File: src/rtl/ram_test_pkg.sv
// Shared types, constants and pattern helpers for the PSRAM traffic generator/checker.
package ram_test_pkg;

  localparam int unsigned LFSR_W = 16;
  localparam int unsigned PAT_W  = 16;

  typedef enum logic [2:0] {
    ST_IDLE  = 3'd0,
    ST_SYNC  = 3'd1,
    ST_WRITE = 3'd2,
    ST_READ  = 3'd3,
    ST_DONE  = 3'd4
  } state_e;

  typedef enum logic [1:0] {
    PAT_ADDR  = 2'd0,
    PAT_NADDR = 2'd1,
    PAT_LFSR  = 2'd2,
    PAT_CHK   = 2'd3
  } pattern_e;

  localparam logic [PAT_W-1:0] CHK_ODD  = 16'hAAAA;
  localparam logic [PAT_W-1:0] CHK_EVEN = 16'h5555;

  // Fibonacci step for x^16+x^14+x^13+x^11+1, shifting toward bit 0.
  function automatic logic [LFSR_W-1:0] lfsr_step(input logic [LFSR_W-1:0] q);
    return {q[0] ^ q[2] ^ q[3] ^ q[5], q[LFSR_W-1:1]};
  endfunction

  // Data word expected at an address for the selected pattern.
  function automatic logic [PAT_W-1:0] pat_word(input pattern_e         p,
                                                input logic [PAT_W-1:0]  a,
                                                input logic [LFSR_W-1:0] lfsr);
    logic [PAT_W-1:0] w;
    case (p)
      PAT_ADDR:  w = a;
      PAT_NADDR: w = ~a;
      PAT_LFSR:  w = lfsr;
      default:   w = a[0] ? CHK_ODD : CHK_EVEN;
    endcase
    return w;
  endfunction

endpackage

File: src/rtl/lfsr16.sv
// 16-bit pattern LFSR with synchronous reload and per-transaction advance.
module lfsr16
  import ram_test_pkg::*;
#(
  parameter logic [LFSR_W-1:0] RST_VAL = 16'hACE1
) (
  input  logic              clk,
  input  logic              sys_rst_n,
  input  logic              load,
  input  logic [LFSR_W-1:0] seed,
  input  logic              adv,
  output logic [LFSR_W-1:0] q
);

  logic [LFSR_W-1:0] q_q;

  always_ff @(posedge clk or negedge sys_rst_n) begin
    if (!sys_rst_n) begin
      q_q <= RST_VAL;
    end else if (load) begin
      q_q <= seed;
    end else if (adv) begin
      q_q <= lfsr_step(q_q);
    end
  end

  assign q = q_q;

endmodule

File: src/rtl/ram_test_seq.sv
// PSRAM write-then-verify sequencer: one write pass and one compare pass over
// [START_ADDR, END_ADDR]; request lines only move on rdy so the controller sees stable values.
module ram_test_seq
  import ram_test_pkg::*;
#(
  parameter int unsigned       ADDR_W     = 23,
  parameter int unsigned       DATA_W     = 16,
  parameter logic [ADDR_W-1:0] START_ADDR = '0,
  parameter logic [ADDR_W-1:0] END_ADDR   = {ADDR_W{1'b1}},
  parameter logic [15:0]       LFSR_SEED  = 16'hACE1,
  parameter int unsigned       TIMEOUT    = 1023
) (
  input  logic              clk,
  input  logic              sys_rst_n,
  input  logic              start,
  input  logic [1:0]        pattern,
  output logic              mem_we,
  output logic [31:0]       mem_addr,
  output logic [DATA_W-1:0] mem_wdata,
  input  logic [DATA_W-1:0] mem_rdata,
  input  logic              rdy,
  output logic              busy,
  output logic              done,
  output logic              pass,
  output logic              timeout,
  output logic [15:0]       err_cnt,
  output logic [ADDR_W-1:0] first_err_addr,
  output logic [DATA_W-1:0] first_err_data
);

  localparam int unsigned WD_W  = $clog2(TIMEOUT + 1);
  localparam int unsigned ERR_W = 16;

  state_e              state_q;
  pattern_e            pat_q;
  logic                we_q;
  logic [ADDR_W-1:0]   addr_q;
  logic [DATA_W-1:0]   wdata_q;
  logic                busy_q;
  logic                done_q;
  logic                pass_q;
  logic                timeout_q;
  logic [ERR_W-1:0]    err_q;
  logic [ADDR_W-1:0]   ferr_addr_q;
  logic [DATA_W-1:0]   ferr_data_q;
  logic [WD_W-1:0]     wd_q;

  logic [LFSR_W-1:0]   lfsr_q;
  logic [LFSR_W-1:0]   lfsr_d;
  logic [ADDR_W-1:0]   addr_d;
  logic [ERR_W-1:0]    err_d;
  logic [DATA_W-1:0]   first_word;
  logic [DATA_W-1:0]   next_word;
  logic [DATA_W-1:0]   exp_word;
  logic                mismatch;
  logic                running;
  logic                start_ok;
  logic                at_end;
  logic                wd_expired;
  logic                lfsr_load;
  logic                lfsr_adv;

  lfsr16 #(
    .RST_VAL (LFSR_SEED)
  ) u_lfsr (
    .clk       (clk),
    .sys_rst_n (sys_rst_n),
    .load      (lfsr_load),
    .seed      (LFSR_SEED),
    .adv       (lfsr_adv),
    .q         (lfsr_q)
  );

  // Next-value helpers and LFSR control derived from the current state.
  always_comb begin
    running    = (state_q == ST_SYNC) || (state_q == ST_WRITE) || (state_q == ST_READ);
    start_ok   = start && ((state_q == ST_IDLE) || (state_q == ST_DONE));
    at_end     = (addr_q == END_ADDR);
    addr_d     = addr_q + ADDR_W'(1);
    lfsr_d     = lfsr_step(lfsr_q);
    err_d      = (err_q == {ERR_W{1'b1}}) ? err_q : err_q + ERR_W'(1);
    first_word = DATA_W'(pat_word(pat_q, PAT_W'(START_ADDR), lfsr_q));
    next_word  = DATA_W'(pat_word(pat_q, PAT_W'(addr_d), lfsr_d));
    exp_word   = DATA_W'(pat_word(pat_q, PAT_W'(addr_q), lfsr_q));
    mismatch   = (mem_rdata != exp_word);
    wd_expired = running && !rdy && (wd_q == WD_W'(TIMEOUT - 1));
    lfsr_load  = 1'b0;
    lfsr_adv   = 1'b0;
    if (start_ok) begin
      lfsr_load = 1'b1;
    end else if (rdy && !wd_expired) begin
      if (state_q == ST_WRITE) begin
        lfsr_load = at_end;
        lfsr_adv  = !at_end;
      end else if (state_q == ST_READ) begin
        lfsr_adv  = !at_end;
      end
    end
  end

  // Sequencer state, request lines, watchdog and result registers.
  always_ff @(posedge clk or negedge sys_rst_n) begin
    if (!sys_rst_n) begin
      state_q     <= ST_IDLE;
      pat_q       <= PAT_ADDR;
      we_q        <= 1'b0;
      addr_q      <= START_ADDR;
      wdata_q     <= '0;
      busy_q      <= 1'b0;
      done_q      <= 1'b0;
      pass_q      <= 1'b0;
      timeout_q   <= 1'b0;
      err_q       <= '0;
      ferr_addr_q <= '0;
      ferr_data_q <= '0;
      wd_q        <= '0;
    end else begin
      if (rdy || start_ok) begin
        wd_q <= '0;
      end else if (running) begin
        wd_q <= wd_q + WD_W'(1);
      end

      if (start_ok) begin
        state_q     <= ST_SYNC;
        pat_q       <= pattern_e'(pattern);
        busy_q      <= 1'b1;
        done_q      <= 1'b0;
        pass_q      <= 1'b0;
        timeout_q   <= 1'b0;
        err_q       <= '0;
        ferr_addr_q <= '0;
        ferr_data_q <= '0;
      end else if (wd_expired) begin
        state_q   <= ST_DONE;
        timeout_q <= 1'b1;
        we_q      <= 1'b0;
        busy_q    <= 1'b0;
        done_q    <= 1'b1;
        pass_q    <= 1'b0;
      end else if (running && rdy) begin
        case (state_q)
          ST_SYNC: begin
            we_q    <= 1'b1;
            addr_q  <= START_ADDR;
            wdata_q <= first_word;
            state_q <= ST_WRITE;
          end
          ST_WRITE: begin
            if (at_end) begin
              we_q    <= 1'b0;
              addr_q  <= START_ADDR;
              state_q <= ST_READ;
            end else begin
              addr_q  <= addr_d;
              wdata_q <= next_word;
            end
          end
          ST_READ: begin
            if (mismatch) begin
              err_q <= err_d;
              if (err_q == '0) begin
                ferr_addr_q <= addr_q;
                ferr_data_q <= mem_rdata;
              end
            end
            if (at_end) begin
              state_q <= ST_DONE;
              busy_q  <= 1'b0;
              done_q  <= 1'b1;
              pass_q  <= (err_q == '0) && !mismatch;
            end else begin
              addr_q <= addr_d;
            end
          end
          default: ;
        endcase
      end
    end
  end

  assign mem_we         = we_q;
  assign mem_addr       = 32'(addr_q);
  assign mem_wdata      = wdata_q;
  assign busy           = busy_q;
  assign done           = done_q;
  assign pass           = pass_q;
  assign timeout        = timeout_q;
  assign err_cnt        = err_q;
  assign first_err_addr = ferr_addr_q;
  assign first_err_data = ferr_data_q;

endmodule

File: config.mk
export PLATFORM = sky130hd
export DESIGN_NAME = ram_test_seq
export DESIGN_NICKNAME = d
export VERILOG_FILES = /design/src/rtl/ram_test_pkg.sv /design/src/rtl/lfsr16.sv /design/src/rtl/ram_test_seq.sv
export SDC_FILE = /design/constraint.sdc
export NUM_CORES = 1
export LEC_CHECK = 0
export CORE_ASPECT_RATIO = 2
export CORE_MARGIN = 8
export CORE_UTILIZATION = 35
export CTS_BUF_LIST = sky130_fd_sc_hd__clkbuf_16
export DETAILED_ROUTE_END_ITERATION = 10
export DONT_BUFFER_PORTS = 1
export GPL_ROUTABILITY_DRIVEN = 0
export PLACE_DENSITY = 0.46
export SYNTH_ARGS = -nofsm -noshare
export SYNTH_HDL_FRONTEND = slang
export SYNTH_HIERARCHICAL = 1
export SYNTH_SLANG_ARGS = --single-unit
File: constraint.sdc
create_clock -name clk -period 5.24 [get_ports clk]
set_input_delay 0.786 -clock clk [delete_from_list [all_inputs] [get_ports clk]]
set_output_delay 0.786 -clock clk [all_outputs]
set_load 0.005 [all_outputs]
; ---- Word-level counts from Yosys, hierarchy flattened
; Cells that the tools add are included.
[word_totals]
ff_bits = 130
input_bits = 22
output_inout_bits = 108
wordCells = 145
[op_classes]
addsub = 3
eq_ne = 17
mux = 65
bitwise_logic = 7
reduce_logical = 39
[ops]
columns = operator, count
row1 = 2-to-1 mux 16 bit, 17
row2 = 2-to-1 mux 23 bit, 8
row3 = case mux 16 bit (3 select lines), 3
row4 = case mux 23 bit (3 select lines), 1
row5 = NOT 16 bit, 2
row6 = case mux 16 bit (2 select lines), 1
row7 = 2-to-1 mux 1 bit, 26
row8 = "adder 23 x 1 -> 23 bit, second input constant", 1
row9 = "== test 23 bit, second input constant", 1
row10 = 2-to-1 mux 10 bit, 2
row11 = AND reduction 5 bit, 4
row12 = nonzero test 2 bit, 9
row13 = "adder 16 x 1 -> 16 bit, second input constant", 1
row14 = "== test 16 bit, second input constant", 1
row15 = logical NOT 16 bit, 1
row16 = inequality test 16 bit, 1
row17 = 2-to-1 mux 3 bit, 5
row18 = nonzero test 3 bit, 5
row19 = "adder 10 x 1 -> 10 bit, second input constant", 1
row20 = "== test 10 bit, second input constant", 1
row21 = case mux 3 bit (3 select lines), 1
row22 = "inequality test 2 bit, second input constant", 4
row23 = "inequality test 4 bit, second input constant", 2
row24 = AND reduction 4 bit, 2
row25 = other kinds (16), 31

; ---- Longest topological paths before layout
[depth]
ltp_word = 11
ltp_mapped = 12
mapped_depth_nobuf = 10

; ---- Cells and area by module
; Netlist, hierarchy kept.
[modules_own_cells]
columns = module, instances, cells_each, area_each_um2, seq_area_each_um2
row1 = ram_test_seq, 1, 814, 6945.4, 2852.7
row2 = lfsr16, 1, 73, 792.0, 410.4

; ---- Worst setup path after synthesis
; Ideal clock, no wire load.
[synth_path]
path_type = flip-flop to flip-flop
start = reg addr_q[1]
end = reg u_lfsr.q_q[1] (netlist: u_lfsr/q[1])
arrival_time_ps = 2470
required_time_ps = 5110
path_slack_ps = 2640
stages_incl_launch_ff = 12
n_path_buf = 3
period_less_slack_ps = 2600
cell_sequence = dfrtp_1 > ha_1 > nand4_1 > nor4_4 > nand4_1 > nand3_1 > buf_2 > inv_1 > buf_6 > buf_12 > mux2i_1 > o21ai_1
[synth_between]
elab_chain_cells = 7
elab_cells_between_ends = 11
[synth_lines]
columns = item, line
row1 = "start, declared", ram_test_seq.sv:37  ; logic [ADDR_W-1:0] addr_q;
row2 = "start signal, assigned", ram_test_seq.sv:155  ; addr_q <= addr_d;
row3 = "start signal, assigned", ram_test_seq.sv:173  ; addr_q <= addr_d;
row4 = == test 23 bit (*), ram_test_seq.sv:78  ; at_end = (addr_q == END_ADDR);
row5 = logical NOT 1 bit (*), "ram_test_seq.sv:94, ram_test_seq.sv:96"
row6 = 2-to-1 mux 1 bit, ram_test_seq.sv:95  ; end else if (state_q == ST_READ) begin
row7 = 2-to-1 mux 1 bit (*), ram_test_seq.sv:92  ; if (state_q == ST_WRITE) begin
row8 = 2-to-1 mux 1 bit (*), ram_test_seq.sv:91  ; end else if (rdy && !wd_expired) begin
row9 = 2-to-1 mux 1 bit (*), ram_test_seq.sv:89  ; if (start_ok) begin
row10 = named net lfsr_adv, ram_test_seq.sv:61  ; logic lfsr_adv;
row11 = nonzero test 2 bit (no source line) (*), --
row12 = "end signal, assigned", lfsr16.sv:23  ; q_q <= lfsr_step(q_q);
row13 = "end, declared", lfsr16.sv:15  ; logic [LFSR_W-1:0] q_q;
; The timed path passes the listed nets; every way through them passes the cells marked *.
; A chain may end at the register's enable or synchronous reset.

; ---- Worst setup path after layout
[layout_path]
start = reg addr_q[0]
end = reg u_lfsr.q_q[12] (netlist: u_lfsr/q[12])
[layout_between]
elab_cells_between_ends = 11
[layout_lines]
columns = item, line
row1 = == test 23 bit (*), ram_test_seq.sv:78
row2 = 2-to-1 mux 1 bit (*), ram_test_seq.sv:92
row3 = 2-to-1 mux 1 bit (*), ram_test_seq.sv:91
row4 = 2-to-1 mux 1 bit (*), ram_test_seq.sv:89
row5 = named net lfsr_load, ram_test_seq.sv:60  ; logic lfsr_load;
row6 = 2-to-1 mux 16 bit / nonzero test 2 bit (equally long branches), --
; Marks and branches as above.

==> run_results.csv <==
group,metric,value,unit
timing,final-setup-viol-count,0,
logic_synthesis,yosys-top-cells-count,"122 x dfrtp_1, 106 x o21ai_0, 88 x nand2_1, 79 x a21oi_1, 69 x nor2_1",
status,status,"finished, final reports clean",
global_route,grt_start_max_net_pins,131,
timing,rsz0062_at_grt,"no",
clocking,cts_sinks,130,
detailed_routing,drt_iter0_drc,427,
logic_synthesis,syn_avg_cell_area,8.72,sq um
logic_synthesis,yosys_warnings,6,
worst_setup_path,worstSetupPathType,"flop to flop",
detailed_routing,dr.pass1.iters,5,
detailed_routing,drc,0,
timing,hold_viol,0,
detailed_routing,wl_met2,11700,um
global_route,track_usage,18.6,%
detailed_routing,met3WireLength,2380,um
worst_setup_path,cp_max_fo,33,
power_and_ir_drop,share_comb_of_total_power,37.6,%
place,pre_cts_slack,1310,ps
power_and_ir_drop,p_switching,0.00192,W
clocking,root_buffer,"clkbuf_16",
timing,timing.fmax,0.259,GHz
floorplan,die_x,121,um
timing,tightest_slew,1100,ps
logic_synthesis,synth_most_common_cell,"dfrtp_1",
logic_synthesis,synth-seq-area-share,42.2,%
detailed_routing,m1WireLength,10400,um
flow_run,drv_cap,0,
detailed_routing,drt_wl_total,25100,um
layout,final_net_count,887,
detailed_routing,num_vias,6501,
clocking,clk_latency,440,ps
worst_setup_path,critical_path.cell_chain,"ha_1 > nand4_1 > nor4_4 > nand4_1 > nor2_1 > nand2_1 > nand2_1 > o21ai_0",
floorplan,start_util,35.4,%
place,hpwl,17000,um
timing,period_share,73.6,%
clocking,clk_pin_slew,60,ps
logic_synthesis,synth_edf_count,0,
clocking,cts-resized-gates,0,
logic_synthesis,synth_top_family_by_area,"simple AND/OR/NAND/NOR gates",
worst_setup_path,cpPeakStageDelay,790,ps
worst_setup_path,cp_slowest_cell,"dfrtp_1",
logic_synthesis,synthAdderAreaFrac,0.809,%
floorplan,rows,77,
global_route,grt_antenna_before_repair,0,
power_and_ir_drop,p_seq_share,37.3,%
clocking,h-tree-depth,4,
power_and_ir_drop,power_per_cell_area,534,nW/um^2
logic_synthesis,yosys.area.top_type_share,39.5,%
detailed_routing,vias_per_cell,5.66,
floorplan,dieArea,27400,sq um
clocking,ctsLongestPathBuffers,2,
logic_synthesis,synth_area_leaders,"dfrtp_1 39%, o21ai_0 6.9%, a21oi_1 5.1%",
logic_synthesis,mappedNetlistArea,7740,sq um
logic_synthesis,synthMuxAreaShare,4.38,%
layout,layout-drive-gt1-share,7.90,%
logic_synthesis,synth-xor-area-share,7.21,%
power_and_ir_drop,irDropWorstVdd,0.000232,V
floorplan,io_pins,130,
worst_setup_path,start_kind,"flop",
logic_synthesis,postSynth.asyncResetShare,100,%
logic_synthesis,netlist-cell-type-count,60,
timing,clock_skew,8.33,ps
logic_synthesis,ys_ff_latch,130,
timing,drv_slew,0,
detailed_routing,drt-wirelength-per-cell,21.8,um
power_and_ir_drop,p_clk_share,25.1,%
timing,fin_setup_tns,0,ps
clocking,post_cts_buffers,0,
worst_setup_path,crit_required,5500,ps
power_and_ir_drop,intPower,0.00254,W
global_route,grt_pass1_wl,39100,um
place,numPortBuffers,0,
logic_synthesis,synth_top_cell_by_area,"dfrtp_1",
power_and_ir_drop,swShare,43.0,%
detailed_routing,top_layer,"met4",
worst_setup_path,path_delay_family,"simple AND/OR/NAND/NOR gates",
worst_setup_path,cp_num_buf_inv,0,
clocking,cts_tree,"done",
layout,area_growth,8.15,%
logic_synthesis,syn_inst,887,
timing,period_needed,3860,ps
worst_setup_path,worstPathArrival,4120,ps
layout,diodes,0,
floorplan,dieHeight,226,um
logic_synthesis,synthSimpleGateAreaFrac,20.9,%
layout,n_fill_cell,2224,
logic_synthesis,synth_compound_area_share,17.9,%
timing,slew_headroom,26.4,%
min_path,min_path_type,"input port to async pin",
clocking,cts_made_buffers,17,
detailed_routing,drtAntennaViolNets,0,
clocking,holdBufCountCts,0,
timing,finalWorstSetupSlack,1380,ps
global_route,grt_pass1_vias,6518,
floorplan,core,21900,sq um
global_route,overflow,0,
power_and_ir_drop,power_leakage,3.40,nW
worst_setup_path,critPathCaptureType,"flop",
logic_synthesis,dominantRegCellSynth,"dfrtp_1",
==> worst paths after layout <==
path / from / end / slack [ps] / cells after the start
min in group clk: pattern[1] / pat_q[1] / 480 / 2
worst min register to register: mem_wdata[5] / mem_wdata[5] / 510 / 1
max in group asynchronous: sys_rst_n / u_lfsr/q[11] / 4960 / 0
worst max-delay path: addr_q[0] / u_lfsr/q[12] / 1380 / 8
worst min-delay path: sys_rst_n / err_cnt[7] / 40 / 0
worst max register to register: addr_q[0] / u_lfsr/q[12] / 1380 / 8
==> cell families after synthesis <==
logic type | after synthesis
buf+inv | 95
xor+xnor | 62
flops | 130
mux | 33
simple gates | 315
fa+ha+maj | 5
other cells | 2
compound gates | 245
==> sequential cells by signal, summed over array words and instances (netlist names) <==
name            cells
pat_q               2
err_cnt            16
first_err_data     16
mem_we              1
mem_wdata          16
u_lfsr/q           16
addr_q             23
first_err_addr     23
pass                1
timeout             1
wd_q               10
state_q             3
busy                1
done                1
==> power by group through the flow <==
stage,Combinational (W),Clock (W),Sequential [W]
finish,0.00168,0.00112,0.00167
global route,0.00187,0.00120,0.00171
CTS,0.00169,0.00116,0.00168
detailed placement,0.00168,0,0.00169
global placement,0.00166,0,0.00169
floorplan,0.00144,0,0.00145
==> per-stage QoR <==
stage               cell area (sq um)  hold WS, ps  utilization, %  power (W)  std cells
floorplan                        7820          473               -    0.00289        910
global placement                 7820          495            35.8    0.00335       1117
detailed placement               7820          496            35.8    0.00337       1117
CTS                              8370         11.6            38.3    0.00452       1149
global route                     8370         9.10            38.3    0.00479       1149
finish                           8370         41.5            38.3    0.00447       1149
==> worst reg2reg max path, cell delays in order, from the launching register on <==
cell and delay, ps:
dfrtp_1 790, ha_1 380, nand4_1 230, nor4_4 490
nand4_1 350, nor2_1 270, nand2_1 150, nand2_1 780
o21ai_0 260
==> metal layers <==
metal	track usage, %	up-vias
li1	-	3088
met3	8.03	30
met2	28.7	217
met4	7.17	0
met5	0	-
met1	22.5	3166
==> placed cells by master, fill, tap and decap left out, drive strengths merged, types with 11 or more instances in the layout <==
cell type / n
a21oi: 80
and3: 13
buf: 13
clkbuf: 17
conb: 25
dfrtp: 122
inv: 14
mux2i: 29
nand2: 88
nand3: 16
nand4: 61
nor2: 69
o21ai: 118
o31ai: 11
xnor2: 36
xor2: 26
==> area by class of cell <==
type                            instances  area (sq um)  share of cell area, %
Clock buffer                           17           425                   5.08
Clock inverter                         15           120                   1.44
Inverter                               13          48.8                  0.583
Multi-Input combinational cell        685          4070                   48.6
Sequential cell                       130          3260                   39.0
Tap cell                              276           345                   4.13
Timing Repair Buffer                   13          97.6                   1.17
Note: power is estimated with default switching activity, not from simulation.
